===== config.mk =====
export PLATFORM = sky130hd
export DESIGN_NAME = clock_set_ctrl
export DESIGN_NICKNAME = d
export VERILOG_FILES = /design/src/rtl/clock_set_ctrl.sv
export SDC_FILE = /design/constraint.sdc
export NUM_CORES = 1
export LEC_CHECK = 0
export CORE_MARGIN = 2
export CORE_UTILIZATION = 45
export CTS_CLUSTER_DIAMETER = 30
export DETAILED_ROUTE_END_ITERATION = 12
export PLACE_DENSITY = 0.77
export SLEW_MARGIN = 20
export SYNTH_ARGS = -nofsm -noshare
export SYNTH_HDL_FRONTEND = slang
export SYNTH_SLANG_ARGS = --single-unit

===== constraint.sdc =====
create_clock -name clk -period 5.02 [get_ports clk]
set_clock_uncertainty 0.15 [all_clocks]
set_input_delay 0.502 -clock clk [delete_from_list [all_inputs] [get_ports clk]]
set_output_delay 0.502 -clock clk [all_outputs]
set_load 0.01 [all_outputs]

===== src/rtl/clock_set_ctrl.sv =====
`default_nettype none
// +----------------------------------------------------------------------------+
// | Module      : clock_set_ctrl                                               |
// | Description : Clock time-setting FSM that edits hour/min/sec, blinks the   |
// |               field being edited and loads the result into time_count.    |
// | Revision    : 1.0 - initial release                                        |
// +----------------------------------------------------------------------------+
module clock_set_ctrl #(
    parameter int unsigned BLINK_HALF  = 25_000_000,
    parameter int unsigned TIMEOUT_CYC = 500_000_000
) (
    input  logic       clk,
    input  logic       rstn,
    input  logic       key_mode,
    input  logic       key_inc,
    input  logic       key_dec,
    input  logic [4:0] cur_hour,
    input  logic [5:0] cur_min,
    input  logic [5:0] cur_sec,
    output logic       set_mode,
    output logic       load,
    output logic [4:0] load_hour,
    output logic [5:0] load_min,
    output logic [5:0] load_sec,
    output logic [5:0] blank
);

    localparam int c_BLINK_W = (BLINK_HALF > 1) ? $clog2(BLINK_HALF) : 1;
    localparam int c_TMO_W   = (TIMEOUT_CYC > 1) ? $clog2(TIMEOUT_CYC) : 1;
    localparam logic [c_BLINK_W-1:0] c_BLINK_LAST = c_BLINK_W'(BLINK_HALF - 1);
    localparam logic [c_TMO_W-1:0]   c_TMO_LAST   = c_TMO_W'(TIMEOUT_CYC - 1);

    localparam logic [1:0] c_ST_RUN  = 2'd0;
    localparam logic [1:0] c_ST_HOUR = 2'd1;
    localparam logic [1:0] c_ST_MIN  = 2'd2;
    localparam logic [1:0] c_ST_SEC  = 2'd3;

    logic [1:0]           r_state;
    logic                 r_set_mode;
    logic                 r_load;
    logic [4:0]           r_hour;
    logic [5:0]           r_min;
    logic [5:0]           r_sec;
    logic [5:0]           r_blank;
    logic [c_BLINK_W-1:0] r_blink_cnt;
    logic                 r_phase;
    logic [c_TMO_W-1:0]   r_tmo;

    logic [1:0]           w_state_nx;
    logic                 w_load_nx;
    logic [4:0]           w_hour_nx;
    logic [5:0]           w_min_nx;
    logic [5:0]           w_sec_nx;
    logic [5:0]           w_blank_nx;
    logic [c_BLINK_W-1:0] w_blink_cnt_nx;
    logic                 w_phase_nx;
    logic [c_TMO_W-1:0]   w_tmo_nx;
    logic                 w_step;

    // inc and dec together cancel out but still count as activity
    assign w_step = key_inc ^ key_dec;

    always_comb begin
        w_state_nx     = r_state;
        w_load_nx      = 1'b0;
        w_hour_nx      = r_hour;
        w_min_nx       = r_min;
        w_sec_nx       = r_sec;
        w_blink_cnt_nx = '0;
        w_phase_nx     = 1'b0;
        w_tmo_nx       = '0;
        if (r_state == c_ST_RUN) begin
            if (key_mode) begin
                w_state_nx = c_ST_HOUR;
                w_hour_nx  = cur_hour;
                w_min_nx   = cur_min;
                w_sec_nx   = cur_sec;
            end
        end else if (key_mode) begin
            case (r_state)
                c_ST_HOUR: w_state_nx = c_ST_MIN;
                c_ST_MIN:  w_state_nx = c_ST_SEC;
                default: begin
                    w_state_nx = c_ST_RUN;
                    w_load_nx  = 1'b1;
                end
            endcase
        end else if (key_inc || key_dec) begin
            if (w_step) begin
                case (r_state)
                    c_ST_HOUR: begin
                        if (key_inc) w_hour_nx = (r_hour == 5'd23) ? 5'd0 : r_hour + 5'd1;
                        else         w_hour_nx = (r_hour == 5'd0) ? 5'd23 : r_hour - 5'd1;
                    end
                    c_ST_MIN: begin
                        if (key_inc) w_min_nx = (r_min == 6'd59) ? 6'd0 : r_min + 6'd1;
                        else         w_min_nx = (r_min == 6'd0) ? 6'd59 : r_min - 6'd1;
                    end
                    default: begin
                        if (key_inc) w_sec_nx = (r_sec == 6'd59) ? 6'd0 : r_sec + 6'd1;
                        else         w_sec_nx = (r_sec == 6'd0) ? 6'd59 : r_sec - 6'd1;
                    end
                endcase
            end
        end else if (r_tmo == c_TMO_LAST) begin
            w_state_nx = c_ST_RUN;
        end else begin
            w_tmo_nx = r_tmo + c_TMO_W'(1);
            if (r_blink_cnt == c_BLINK_LAST) begin
                w_blink_cnt_nx = '0;
                w_phase_nx     = ~r_phase;
            end else begin
                w_blink_cnt_nx = r_blink_cnt + c_BLINK_W'(1);
                w_phase_nx     = r_phase;
            end
        end
    end

    // Mask is derived from next-state values so it lines up with the registered state
    always_comb begin
        w_blank_nx = 6'b000000;
        if (w_phase_nx) begin
            case (w_state_nx)
                c_ST_HOUR: w_blank_nx = 6'b110000;
                c_ST_MIN:  w_blank_nx = 6'b001100;
                c_ST_SEC:  w_blank_nx = 6'b000011;
                default:   w_blank_nx = 6'b000000;
            endcase
        end
    end

    always_ff @(posedge clk or negedge rstn) begin
        if (!rstn) begin
            r_state     <= c_ST_RUN;
            r_set_mode  <= 1'b0;
            r_load      <= 1'b0;
            r_hour      <= '0;
            r_min       <= '0;
            r_sec       <= '0;
            r_blank     <= '0;
            r_blink_cnt <= '0;
            r_phase     <= 1'b0;
            r_tmo       <= '0;
        end else begin
            r_state     <= w_state_nx;
            r_set_mode  <= (w_state_nx != c_ST_RUN);
            r_load      <= w_load_nx;
            r_hour      <= w_hour_nx;
            r_min       <= w_min_nx;
            r_sec       <= w_sec_nx;
            r_blank     <= w_blank_nx;
            r_blink_cnt <= w_blink_cnt_nx;
            r_phase     <= w_phase_nx;
            r_tmo       <= w_tmo_nx;
        end
    end

    assign set_mode  = r_set_mode;
    assign load      = r_load;
    assign load_hour = r_hour;
    assign load_min  = r_min;
    assign load_sec  = r_sec;
    assign blank     = r_blank;

endmodule
`default_nettype wire


# After elaboration in Yosys (flattened, before gate mapping)

Index checks and enable logic that the tools add are counted.

Memory bits (read-only): 0
Bits in writable memories: 0
Memories kept: 0
Output and inout port bits: 25
Register bits: 82
Bits in latches: 0

Order comparisons: 0
Reductions and logical operators: 14
Shift-type cells: 0
Divide/modulo/power cells: 0
Add/subtract/negate cells: 8
Mux-type cells: 52
Eq/ne operators: 13
$mul: 0
Bitwise logic cells: 2

Operators by type and width:

| cell                                                                   | number |
|---|---|
| 25-bit 2-to-1 mux                                                      | 5 |
| 29-bit 2-to-1 mux                                                      | 4 |
| 6-bit 2-to-1 mux                                                       | 19 |
| 5-bit 2-to-1 mux                                                       | 9 |
| 29-bit by 1-bit adder with 29-bit output (second input constant)       | 1 |
| 29-bit equality test (second input constant)                           | 1 |
| 25-bit by 1-bit adder with 25-bit output (second input constant)       | 1 |
| 25-bit equality test (second input constant)                           | 1 |
| 6-bit case mux with 3 select lines                                     | 1 |
| 5-bit AND reduction                                                    | 3 |
| 6-bit by 1-bit adder with 6-bit output (second input constant)         | 2 |
| 6-bit equality test (second input constant)                            | 2 |
| 6-bit zero test                                                        | 2 |
| 6-bit by 1-bit subtractor with 6-bit output (second input constant)    | 2 |
| 2-bit 2-to-1 mux                                                       | 5 |
| 2-bit nonzero test                                                     | 5 |
| 1-bit 2-to-1 mux                                                       | 8 |
| 2-bit equality test (second input constant)                            | 3 |
| 5-bit by 1-bit adder with 5-bit output (second input constant)         | 1 |
| 5-bit equality test (second input constant)                            | 1 |
| 5-bit zero test                                                        | 1 |
| 5-bit by 1-bit subtractor with 5-bit output (second input constant)    | 1 |
| 2-bit by 1-bit equality test with 1-bit output (second input constant) | 2 |
| 2-bit by 1-bit != test with 1-bit output (second input constant)       | 2 |
| other kinds (7)                                                        | 7 |

# Depth between registers and ports, before layout

Word-level depth: 8
Gate-level depth with buffers: 9
Depth with buffers taken out: 7

# Least setup slack after synthesis

OpenSTA, ideal clock, no wires.

Path kind: in2reg
Start: in key_inc
End: reg r_min[1] (netlist: load_min[1])
Path slack: 2.649 ns
Required time: 4.743 ns
Stages: 8
Data arrival time: 2.094 ns
Buffers on the path: 2
Path through: clkbuf_1 inv_1 ha_1 nor4b_2 a21boi_0 buf_2 a211oi_1 a21oi_1

Cells in the longest elaborated chain, start to end: 6
Elaborated cells between the ends (all ways): 11

Ends and longest elaborated chain:

| item                   | line | RTL |
|---|---|---|
| start: declaration     | 15   | `input logic key_inc,` |
| 6-bit 2-to-1 mux       | 96   | `if (key_inc) w_min_nx = (r_min == 6'd59) ? 6'd0 : r_min + 6'd1;` |
| 6-bit 2-to-1 mux       | 90   | `case (r_state)` |
| 6-bit 2-to-1 mux       | 89   | `if (w_step) begin` |
| 6-bit 2-to-1 mux       | 88   | `end else if (key_inc \|\| key_dec) begin` |
| 6-bit 2-to-1 mux       | 79   | `end else if (key_mode) begin` |
| 6-bit 2-to-1 mux       | 72   | `if (r_state == c_ST_RUN) begin` |
| end signal: assignment | 149  | `r_min <= w_min_nx;` |
| end: declaration       | 42   | `logic [5:0] r_min;` |

Several ways; a longest one is shown, not always the timed one. The select of a mux whose other input is x is not followed.
A chain may end at the register's enable or synchronous reset.

# Worst setup path in the final report

Start: in key_inc
End: reg r_blink_cnt[9]

Cells in the longest elaborated chain, start to end: 4

Ends and longest elaborated chain:

| item                   | line | RTL |
|---|---|---|
| 1-bit logical OR       | 88   |  |
| 25-bit 2-to-1 mux      | 88   |  |
| 25-bit 2-to-1 mux      | 79   |  |
| 25-bit 2-to-1 mux      | 72   |  |
| via w_blink_cnt_nx[9]  | 55   | `logic [c_BLINK_W-1:0] w_blink_cnt_nx;` |
| end signal: assignment | 152  | `r_blink_cnt <= w_blink_cnt_nx;` |
| end: declaration       | 45   | `logic [c_BLINK_W-1:0] r_blink_cnt;` |

The timed path passes the listed nets, and every way through them passes these cells.

==> out/metrics.yaml <==
grt_pass1_vias: 3708
area_growth_pct: 15.8
overflow: 0
wl_per_cell_um: 14.5
cts_root_buf: "clkbuf_8"
seq_area_frac_synth_pct: 42.8
row_count: 36
setup.worst_path.class: "in2reg"
total_power_w: 0.00222
cts_setup_buffers: 0
arrival_ps: 3110
clk_latency_ps: 370
track_usage_pct: 18.8
hold_path_class: "in2async"
total_leakage_power_nw: 2.07
rsz0062_at_grt: "false"
syn_area_per_cell_um2: 8.93
drt_first_pass_iters: 5
final_net_count: 585
rrSetupSlack_ps: 2170
numClockSinks: 79
nFillCells: 856
peakVddDrop_v: 0.000212
drt_iter0_drc: 310
cp_max_fo: 34
powerDensity_nw_per_um2: 414
dieArea_um2: 11100
die_h_um: 105
yosysUniqueCellTypes: 50
maxCapViolations: 0
clockBufferDepth: 2
setup_viol: 0
cts_made_buffers: 9
layout-drive-gt1-share_pct: 4.88
netlist_area_um2: 4620
clk_transition_reported_paths_ps: 80
grt_max_degree: 80
wl_um: 9940
wl_met2_um: 4720
post-route-drc-count: 0
async_reset_ff_share_pct: 100
initial_utilization_pct: 46.8
wl_met1_um: 4540
dp_cells: 671
synth_top_flop_cell: "dfrtp_1"
antenna_found_initial: 0
drv_slew: 0
cts_tree: "built"
placement.io_buffers: 46
wl_met3_um: 508
dp_hpwl_um: 6770
grt_pass1_wl_um: 17200
num_vias: 3836
final_cell_mix: "79 x nor2_1, 79 x dfrtp_1, 45 x clkdlybuf4s50_1"
pin_count: 47
hold_buffers: 0
period_needed_ps: 3040
coreArea_um2: 9860
fp.dieW_um: 105
h-tree-depth: 3
synthesis.nets: 553
period_share_pct: 60.7
drtAntennaViolNets: 0
cts_resized: 0
tightestPinTransition_ps: 835
antenna_cells: 0
yosys_warnings: 0
synthCells: 517
multi_input_area_um2: 2420
cp-start-kind: "input port"
status: "complete, no violations"
synth-edff-count: 0
seq_area_um2: 1980
drt-vias-per-instance: 5.59
synth_seq_cells: 79
routed.top_layer: "met4"
slew_headroom_pct: 44.4
endpoint_kind: "flop"
critPathRequiredTime_ps: 5080
max_freq_ghz: 0.328
hold_viol: 0
gp_congestion: 0.865
fin_cells: 686
setup_tns_ps: 0
[sequential cells by signal, indices dropped and copies added (netlist names)]
| name | flops |
|---|---|
| set_mode | 1 |
| blank | 3 |
| r_blink_cnt | 25 |
| r_phase | 1 |
| load_min | 6 |
| load | 1 |
| r_tmo | 29 |
| load_sec | 6 |
| load_hour | 5 |
| r_state | 2 |
[stage by stage]
step / area (µm²) / util, % / worst slack, ps / hold WS, ps
2_1_floorplan: 4620 / - / 2650 / 56.4
3_3_place_gp: 5130 / 52.0 / 1690 / 314
3_5_place_dp: 5130 / 52.0 / 1580 / 322
4_1_cts: 5350 / 54.2 / 2000 / 192
5_1_grt: 5350 / 54.2 / 1810 / 76.6
6_report: 5350 / 54.2 / 1980 / 9.01
[layout make-up]
class / count / share of cell area, %
Tap cell: 133 / 3.11
Clock inverter: 6 / 1.73
Inverter: 24 / 1.68
Multi-Input combinational cell: 386 / 45.2
Sequential cell: 79 / 37.0
Clock buffer: 9 / 2.32
Timing Repair Buffer: 49 / 9.05
[cell families (layout without fill, tap and decap cells)]
| kind of cell | after synthesis | in the layout | synth area share (%) |
|---|---|---|---|
| AO/OA/AOI/OAI | 74 | 74 | 10.4 |
| XOR/XNOR | 66 | 66 | 12.5 |
| adder cells (fa/ha/maj) | 14 | 14 | 3.79 |
| buffers and inverters | 52 | 88 | 4.88 |
| flip-flops | 79 | 79 | 42.8 |
| multiplexers | 2 | 2 | 0.434 |
| AND/OR/NAND/NOR | 230 | 230 | 25.2 |
[cells in the mapped netlist (2+ instances only)]
cell type / instances / area, µm²
dfrtp_1: 79 / 1980
nor2_1: 79 / 297
xnor2_1: 44 / 385
nand2_1: 37 / 139
nand3_1: 26 / 130
inv_1: 24 / 90.1
xor2_1: 22 / 193
nor3_1: 21 / 105
o21ai_0: 19 / 95.1
a21oi_1: 16 / 80.1
clkbuf_1: 16 / 60.1
ha_1: 14 / 175
nand4_1: 13 / 81.3
nor4_1: 12 / 75.1
and3_1: 10 / 62.6
o22ai_1: 7 / 43.8
and4_1: 6 / 52.6
buf_2: 6 / 30.0
buf_4: 6 / 45.0
a211oi_1: 5 / 37.5
a21boi_0: 4 / 30.0
a31oi_1: 4 / 25.0
nor4b_1: 4 / 35.0
a221oi_1: 3 / 26.3
and2_1: 3 / 18.8
nor3b_1: 3 / 22.5
o21a_1: 3 / 22.5
a22o_1: 2 / 17.5
mux2i_1: 2 / 20.0
nand2b_1: 2 / 12.5
nand3b_1: 2 / 15.0
nor4b_2: 2 / 30.0
o211ai_1: 2 / 15.0
o31ai_1: 2 / 15.0
or3_1: 2 / 12.5
[worst max-delay path, cell delays in order]
cell and delay (ps):
clkdlybuf4s50_1 450, buf_4 250, inv_1 160, ha_1 260
nor3b_2 180, o31ai_4 80, buf_4 350, or2_1 710
nor2_1 130
[metal layers]
metal / global-route usage, % / vias up
li1: - / 1850
met3: 3.46 / 13
met4: 8.29 / 0
met1: 24.5 / 1867
met2: 30.6 / 106
met5: 0 / -
[final timing paths]
path | startpoint | endpoint | cells after the start
max | key_inc | r_blink_cnt[9]$_DFF_PN0_ | 9
min | rstn | load_hour[4]$_DFFE_PN0P_ | 1
max reg2reg | r_tmo[0]$_DFF_PN0_ | r_blink_cnt[9]$_DFF_PN0_ | 7
min reg2reg | r_tmo[0]$_DFF_PN0_ | r_tmo[0]$_DFF_PN0_ | 1
max in group asynchronous | rstn | r_blink_cnt[4]$_DFF_PN0_ | 1
min in group clk | r_tmo[0]$_DFF_PN0_ | r_tmo[0]$_DFF_PN0_ | 1
[power by group]
part	switching [W]	internal (W)
clock	0.000248	0.000281
sequential	0.000142	0.000717
combinational	0.000433	0.000397
total	0.000823	0.00139
Power figures use the tool's default switching activity.
